$ cat src/rtl/picosoc_dma.sv
// picosoc_dma: single-channel word-copy DMA engine.
//   A small config responder exposes SRC, DST, LEN and CTRL. A start copies
//   LEN words from SRC to DST. Each word is one read followed by one write on
//   a valid/ready memory initiator port.
//
// Ports
//   clk, reset                  single clock; synchronous active-high reset
//   cfg_valid/addr/wstrb/wdata  config request (cfg_addr[3:2] picks the register)
//   cfg_ready, cfg_rdata        one-cycle acknowledge with read data
//   mem_valid/addr/wdata/wstrb  memory request (wstrb==0 means read)
//   mem_ready, mem_rdata        memory acknowledge with read data
//   irq                         transfer-complete interrupt
//
// Build option
//   PICOSOC_DMA_IRQ_EN  when defined, irq is a registered done & irq_en and
//                       CTRL[3] is writable. When undefined, irq is tied low
//                       and CTRL[3] reads 0.
//
// CTRL: [0] start  [1] busy  [2] done (W1C)  [3] irq_en  [4] abort  [5] aborted (W1C)
module picosoc_dma #(
  parameter int LEN_BITS = 16
) (
  input  logic        clk,
  input  logic        reset,
  input  logic        cfg_valid,
  input  logic [3:0]  cfg_addr,
  input  logic [3:0]  cfg_wstrb,
  input  logic [31:0] cfg_wdata,
  output logic        cfg_ready,
  output logic [31:0] cfg_rdata,
  output logic        mem_valid,
  output logic [31:0] mem_addr,
  output logic [31:0] mem_wdata,
  output logic [3:0]  mem_wstrb,
  input  logic        mem_ready,
  input  logic [31:0] mem_rdata,
  output logic        irq
);

  localparam logic [1:0] S_IDLE = 2'd0;
  localparam logic [1:0] S_RD   = 2'd1;
  localparam logic [1:0] S_WR   = 2'd2;

  logic [1:0]          r_state;
  logic [31:0]         r_src;
  logic [31:0]         r_dst;
  logic [LEN_BITS-1:0] r_len;
  logic [31:0]         r_buf;
  logic                r_done;
  logic                r_aborted;
  logic                r_abort_pend;
  logic                r_mem_valid;
  logic                r_cfg_ready;
  logic [31:0]         r_cfg_rdata;

  logic        w_cfg_acc;
  logic [1:0]  w_sel;
  logic        w_busy;
  logic        w_ctrl_wr;
  logic        w_start;
  logic        w_abort;
  logic        w_stop;
  logic        w_irq_en_rd;
  logic [31:0] w_len_ext;
  logic [31:0] w_len_merged;
  logic [31:0] w_ctrl_rd;
  logic [31:0] w_rd_mux;
  logic        w_unused;

  function automatic logic [31:0] f_merge(input logic [31:0] old_v,
                                          input logic [31:0] new_v,
                                          input logic [3:0]  strb);
    logic [31:0] res;
    res = old_v;
    for (int i = 0; i < 4; i++) begin
      if (strb[i]) res[8*i +: 8] = new_v[8*i +: 8];
    end
    return res;
  endfunction

  // A request is taken on the edge where it is seen while the previous ack
  // is not showing; that edge also performs the register access.
  assign w_cfg_acc    = cfg_valid & ~r_cfg_ready;
  assign w_sel        = cfg_addr[3:2];
  assign w_busy       = (r_state != S_IDLE);
  assign w_ctrl_wr    = w_cfg_acc & (w_sel == 2'd3) & cfg_wstrb[0];
  assign w_start      = w_ctrl_wr & cfg_wdata[0];
  assign w_abort      = w_ctrl_wr & cfg_wdata[4];
  assign w_stop       = r_abort_pend | w_abort;
  assign w_len_ext    = 32'(r_len);
  assign w_len_merged = f_merge(w_len_ext, cfg_wdata, cfg_wstrb);
  assign w_ctrl_rd    = {26'd0, r_aborted, 1'b0, w_irq_en_rd, r_done, w_busy, 1'b0};
  assign w_unused     = ^cfg_addr[1:0];

  always_comb begin
    w_rd_mux = 32'd0;
    case (w_sel)
      2'd0:    w_rd_mux = r_src;
      2'd1:    w_rd_mux = r_dst;
      2'd2:    w_rd_mux = w_len_ext;
      default: w_rd_mux = w_ctrl_rd;
    endcase
  end

  always_ff @(posedge clk) begin
    if (reset) begin
      r_state      <= S_IDLE;
      r_src        <= 32'd0;
      r_dst        <= 32'd0;
      r_len        <= '0;
      r_buf        <= 32'd0;
      r_done       <= 1'b0;
      r_aborted    <= 1'b0;
      r_abort_pend <= 1'b0;
      r_mem_valid  <= 1'b0;
      r_cfg_ready  <= 1'b0;
      r_cfg_rdata  <= 32'd0;
    end else begin
      r_cfg_ready <= w_cfg_acc;
      if (w_cfg_acc) r_cfg_rdata <= w_rd_mux;

      // Pointer/count writes only land while idle; when busy the FSM owns them.
      if (w_cfg_acc && !w_busy) begin
        if (w_sel == 2'd0) r_src <= f_merge(r_src, cfg_wdata, cfg_wstrb) & 32'hFFFF_FFFC;
        if (w_sel == 2'd1) r_dst <= f_merge(r_dst, cfg_wdata, cfg_wstrb) & 32'hFFFF_FFFC;
        if (w_sel == 2'd2) r_len <= w_len_merged[LEN_BITS-1:0];
      end
      if (w_ctrl_wr) begin
        if (cfg_wdata[2]) r_done    <= 1'b0;
        if (cfg_wdata[5]) r_aborted <= 1'b0;
      end

      // Set paths come after the W1C clears so a coincident completion wins.
      case (r_state)
        S_IDLE: begin
          r_abort_pend <= 1'b0;
          if (w_start) begin
            if (r_len != '0) r_state <= S_RD;
            else             r_done  <= 1'b1;
          end
        end
        S_RD: begin
          if (w_abort) r_abort_pend <= 1'b1;
          if (!r_mem_valid) begin
            r_mem_valid <= 1'b1;
          end else if (mem_ready) begin
            r_buf       <= mem_rdata;
            r_mem_valid <= 1'b0;
            if (w_stop) begin
              r_state   <= S_IDLE;
              r_aborted <= 1'b1;
            end else begin
              r_state <= S_WR;
            end
          end
        end
        S_WR: begin
          if (w_abort) r_abort_pend <= 1'b1;
          if (!r_mem_valid) begin
            r_mem_valid <= 1'b1;
          end else if (mem_ready) begin
            r_mem_valid <= 1'b0;
            r_src       <= r_src + 32'd4;
            r_dst       <= r_dst + 32'd4;
            r_len       <= r_len - LEN_BITS'(1);
            if (r_len > LEN_BITS'(1)) begin
              if (w_stop) begin
                r_state   <= S_IDLE;
                r_aborted <= 1'b1;
              end else begin
                r_state <= S_RD;
              end
            end else begin
              // Last word: the copy is complete even if an abort is pending.
              r_state <= S_IDLE;
              r_done  <= 1'b1;
            end
          end
        end
        default: begin
          r_state     <= S_IDLE;
          r_mem_valid <= 1'b0;
        end
      endcase
    end
  end

`ifdef PICOSOC_DMA_IRQ_EN
  logic r_irq_en;
  logic r_irq;

  always_ff @(posedge clk) begin
    if (reset) begin
      r_irq_en <= 1'b0;
      r_irq    <= 1'b0;
    end else begin
      if (w_ctrl_wr) r_irq_en <= cfg_wdata[3];
      r_irq <= r_done & r_irq_en;
    end
  end

  assign w_irq_en_rd = r_irq_en;
  assign irq         = r_irq;
`else
  assign w_irq_en_rd = 1'b0;
  assign irq         = 1'b0;
`endif

  assign cfg_ready = r_cfg_ready;
  assign cfg_rdata = r_cfg_rdata;
  assign mem_valid = r_mem_valid;
  assign mem_addr  = (r_state == S_WR) ? r_dst : r_src;
  assign mem_wdata = r_buf;
  assign mem_wstrb = (r_state == S_WR) ? 4'hF : 4'h0;

endmodule
$ cat config.mk
export PLATFORM = sky130hd
export DESIGN_NAME = picosoc_dma
export DESIGN_NICKNAME = d
export VERILOG_FILES = /design/src/rtl/picosoc_dma.sv
export SDC_FILE = /design/constraint.sdc
export NUM_CORES = 1
export LEC_CHECK = 0
export ABC_AREA = 0
export ABC_CLOCK_PERIOD_IN_PS = 3000
export CAP_MARGIN = 15
export CORE_ASPECT_RATIO = 1.5
export CORE_MARGIN = 8
export CORE_UTILIZATION = 51
export DETAILED_ROUTE_END_ITERATION = 16
export GPL_ROUTABILITY_DRIVEN = 0
export HOLD_SLACK_MARGIN = 0.15
export PLACE_DENSITY = 0.77
export RECOVER_POWER = 100
export SETUP_SLACK_MARGIN = 0.05
export SLEW_MARGIN = 20
export SYNTH_ARGS = -nofsm -noshare
export SYNTH_HDL_FRONTEND = slang
export SYNTH_SLANG_ARGS = --single-unit
export TNS_END_PERCENT = 10
$ cat constraint.sdc
create_clock -name clk -period 3 [get_ports clk]
set_input_delay 0.45 -clock clk [delete_from_list [all_inputs] [get_ports clk]]
set_output_delay 0.45 -clock clk [all_outputs]
set_load 0.005 [all_outputs]
==> results.txt, run 1 <==
The flow ran to the end, and the final reports show no timing, DRC or antenna violations. The post-synthesis sequential area ratio came out at 37.0%. The largest net degree at the start of global routing came out at 67.

In this run, distinct cell masters in the synthesized netlist total 70. The number of global-route vias before repair is 8693. The layout overhead on the synthesized area came out at 30.6%.

The initial utilization of the core area, before any placement, comes to 52.3%. Leaving out fill and tap cells, the most frequent cell in the layout is nand2_1. The initial antenna violation count came out at 0.

Synthesis handed over a netlist of 1027 instances. The cell leakage power is 3.96 nW. The core area is 15600 sq um. TritonCTS built the clock tree.

The ratio of cells with drive above 1 in the final layout is 9.47%. The multi-input combinational cells in the finished layout cover a total of 4730 sq um. The initialized floorplan defines 56 standard-cell rows.

Once routing completed, OpenROAD measured the worst setup slack at 0.110 ns. For this run, the total global-route usage over all layers was measured as 27.7%. Registers take 3020 sq um. In the layout the commonest cells are 158 x nand2_1, 151 x dfxtp_1, 106 x nor2_1. The power spent charging and discharging nets came out at roughly 0.0013 W.

The die covers 20400 sq um. The die extent in x came out at 119 um. For this run the aggregate overflow at the end of global routing stands at 0. The final critical path takes up 96.3% of the cycle.

The final cell utilization of the core came out at 68.3%. The maximum fanout along the worst path is 35. The maximum buffer depth of the clock tree came out at 2. The DRC violations left came out at 0. The min-delay analysis places its worst path in the category primary input to flop. The vertical extent of the die came out at between 150 and 200 um. The data required time of the worst path is 2.55 ns.

The worst setup path is captured at a primary output. The critical path is of the flop to primary output type. Prior to clock tree synthesis, the placed netlist has a worst setup slack of around 0.33 ns. The top-level port count is 179. The most used flip-flop cell after synthesis is dfxtp_1. The number of warnings printed during yosys synthesis came out at 0.

The share of total power in the clock network is 44.6%. The clock period could shrink to between 2 and 3 ns. After routing, the total negative slack on setup checks comes to 0 ns.

The wire length of the first global-routing pass came out at 45.1 mm. The number of hold-slack violations in the final timing report came out at 0. The clock tree root buffer cell is clkbuf_16. The maximum ir drop on the vdd rail is just over 0.4 mV.

The worst path arrival time is 2.44 ns. The number of max-cap violations is 0. The tree built by TritonCTS fans out to between 150 and 200 sinks. The total of cells resized after clock tree synthesis is 0. The power share of the sequential group is 43.2%. Averaged over all synthesized cells, the footprint is 7.95 sq um. The max-slew violation total from the final report is 0. The count of antenna-violating nets left after detailed routing is 0.

Of the total power, combinational logic draws 12.2%. The synthesized flop and latch total is 151. The latest clock arrival within the worst-skew pair is 0.43 ns. The slowest stage of the critical path is the clkdlybuf4s50_1 cell. The critical path goes through inv_1 -> ha_1 -> buf_4 -> mux2_2 -> clkdlybuf4s50_1. The sum of routed wire length over all layers is 29.0 mm. The first-pass detailed-route iteration total is 6. The internal power of the cells totals 0.00361 W.

The final instance count without filler cells came out at 1407. The startpoint class of the critical path is a flop. Once detailed placement completed, the half-perimeter wirelength came to 21.3 mm. Of the total power, the share spent switching nets is a little over a quarter.

The post-synthesis net count came out at 1112. Including well taps, the total number of placed cells is 1376. Buffers inserted to repair hold after CTS numbered 0. The fraction of registers with async set or reset after synthesis is 0%. Setup violations remaining at the end of the flow were counted as 0. The number of vias per cell came out at 6.26.

The netlist area before placement is 8170 sq um. The actual transition at the worst max-transition pin came out at between 1 and 1.5 ns. The number of vias in the routed layout came out at 8801. The quantity of I/O buffers inserted on ports came out at roughly 180. The power per standard cell area is 460 nW/um^2. The clock buffer count from CTS is 17.

The fmax came out at between 0.3 and 0.4 GHz. The clock-pin slew reported for the worst setup and hold paths after clock tree synthesis is 0.07 ns. The count of routing violations after the opening detailed-route iteration came out at 916. The worst max-slew margin expressed relative to the limit is 10.9%. The number of buffers inserted to repair setup after CTS is 0. The overall power consumption came out at ~0.0049 W. The final routed wire length divided by cell count is 20.6 um.

The clock tree skew after final layout is between 0.008 and 0.009 ns. The repair_antennas step left the layout with diodes totalling 0. For this run, the post-layout net count is about 1300.

Setup repair after global routing left no endpoint under its margin. The number of enable flip-flop cells after synthesis came out at 0. The maximum level of the CTS H-tree is 4.

The largest stage delay on the critical path came out at around 0.45 ns. The final-layout fill cell count is 1328.
[logic make-up after synthesis]
| family | after synthesis | synth area share, % |
|---|---|---|
| adder cells (fa/ha/maj) | 9 | 1.38 |
| multiplexers | 70 | 9.79 |
| other | 1 | 0.0459 |
| XOR/XNOR | 6 | 0.644 |
| buffers and inverters | 88 | 4.73 |
| flip-flops | 151 | 37.0 |
| AO/OA/AOI/OAI | 251 | 19.7 |
| AND/OR/NAND/NOR | 451 | 26.7 |
[final timing paths]
check,startpoint,end,slack (ns),cells past startpoint
max,r_state[0]$_SDFFE_PP0P_,mem_addr[14],0.11,5
min,reset,mem_wdata[26]$_SDFFE_PP0P_,0.43,2
max reg2reg,r_state[0]$_SDFFE_PP0P_,r_src[12]$_SDFF_PP0_,0.21,9
min reg2reg,mem_wdata[2]$_SDFFE_PP0P_,mem_wdata[2]$_SDFFE_PP0P_,0.45,2
[metal layers]
metal	wire length, um	up-vias	GRT usage [%]
met1	10200	4103	27.3
met3	2710	124	9.01
met2	13900	485	47.9
li1	-	4089	-
met4	2110	0	20.8
met5	0	-	0
[worst max-delay path, delay by kind of cell (launching register included)]
family | cells | cell delay [ns]
flops | 1 | 0.33
mux | 1 | 0.42
buf+inv | 3 | 0.99
fa+ha+maj | 1 | 0.25
[through the flow]
stage | cell area, sq um | hold slack [ns]
2_1_floorplan | 8170 | 0.442
3_3_place_gp | 10200 | 0.441
3_5_place_dp | 10200 | 0.447
4_1_cts | 10800 | 0.433
5_1_grt | 10700 | 0.439
6_report | 10700 | 0.427
[power groups by stage]
stage               Sequential, W  Combinational, W  Clock (W)
floorplan                 0.00214          0.000328          0
global placement          0.00216          0.000604          0
detailed placement        0.00216          0.000610          0
CTS                       0.00211          0.000614    0.00220
global route              0.00212          0.000642    0.00229
finish                    0.00212          0.000599    0.00218
[synth_stat cells (7+ instances only)]
| cell | count | share of area [%] |
|---|---|---|
| o21ai_0 | 28 | 1.7 |
| nand3_1 | 42 | 2.6 |
| a211oi_1 | 24 | 2.2 |
| mux2i_1 | 21 | 2.6 |
| o211ai_1 | 11 | 1.0 |
| inv_1 | 17 | 0.78 |
| a21oi_1 | 97 | 5.9 |
| nor4_1 | 13 | 1.0 |
| clkbuf_1 | 50 | 2.3 |
| nor2_1 | 106 | 4.9 |
| a22oi_1 | 19 | 1.7 |
| and3_1 | 16 | 1.2 |
| a311oi_1 | 7 | 0.75 |
| nand2_1 | 158 | 7.3 |
| a2111oi_0 | 7 | 0.75 |
| nand4_1 | 23 | 1.8 |
| nor3_1 | 36 | 2.2 |
| a31oi_1 | 19 | 1.5 |
| and4_1 | 9 | 0.97 |
| or3_1 | 9 | 0.69 |
| dfxtp_1 | 151 | 37 |
| buf_2 | 7 | 0.43 |
| mux2_2 | 45 | 6.2 |
| ha_1 | 9 | 1.4 |
[layout make-up]
cell class | instances | share of cell area, %
clock buffers | 19 | 4.25
clock inverters | 12 | 1.34
inverters | 17 | 0.598
multi-input cells | 788 | 44.3
flip-flops and latches | 151 | 28.3
repair buffers | 217 | 18.8
well taps | 203 | 2.38
[state kept, by name, summed over array words and instances (netlist names)]
name	cells
cfg_rdata	32
mem_wdata	32
r_dst	32
r_src	32
r_len	16
r_state	2
cfg_ready	1
mem_valid	1
r_abort_pend	1
r_aborted	1
r_done	1
No activity file was read; power rests on OpenSTA's default activity.
==> inputs of run 2 (changes only) <==
--- a/config.mk
+++ b/config.mk
@@ -11,6 +11,8 @@
 export CORE_ASPECT_RATIO = 1.5
 export CORE_MARGIN = 8
 export CORE_UTILIZATION = 51
+export CTS_CLUSTER_DIAMETER = 200
+export CTS_CLUSTER_SIZE = 28
 export DETAILED_ROUTE_END_ITERATION = 16
 export GPL_ROUTABILITY_DRIVEN = 0
 export HOLD_SLACK_MARGIN = 0.15
==> results of run 2 <==
The final DEF is identical to that of run 1; final timing and power are the same.
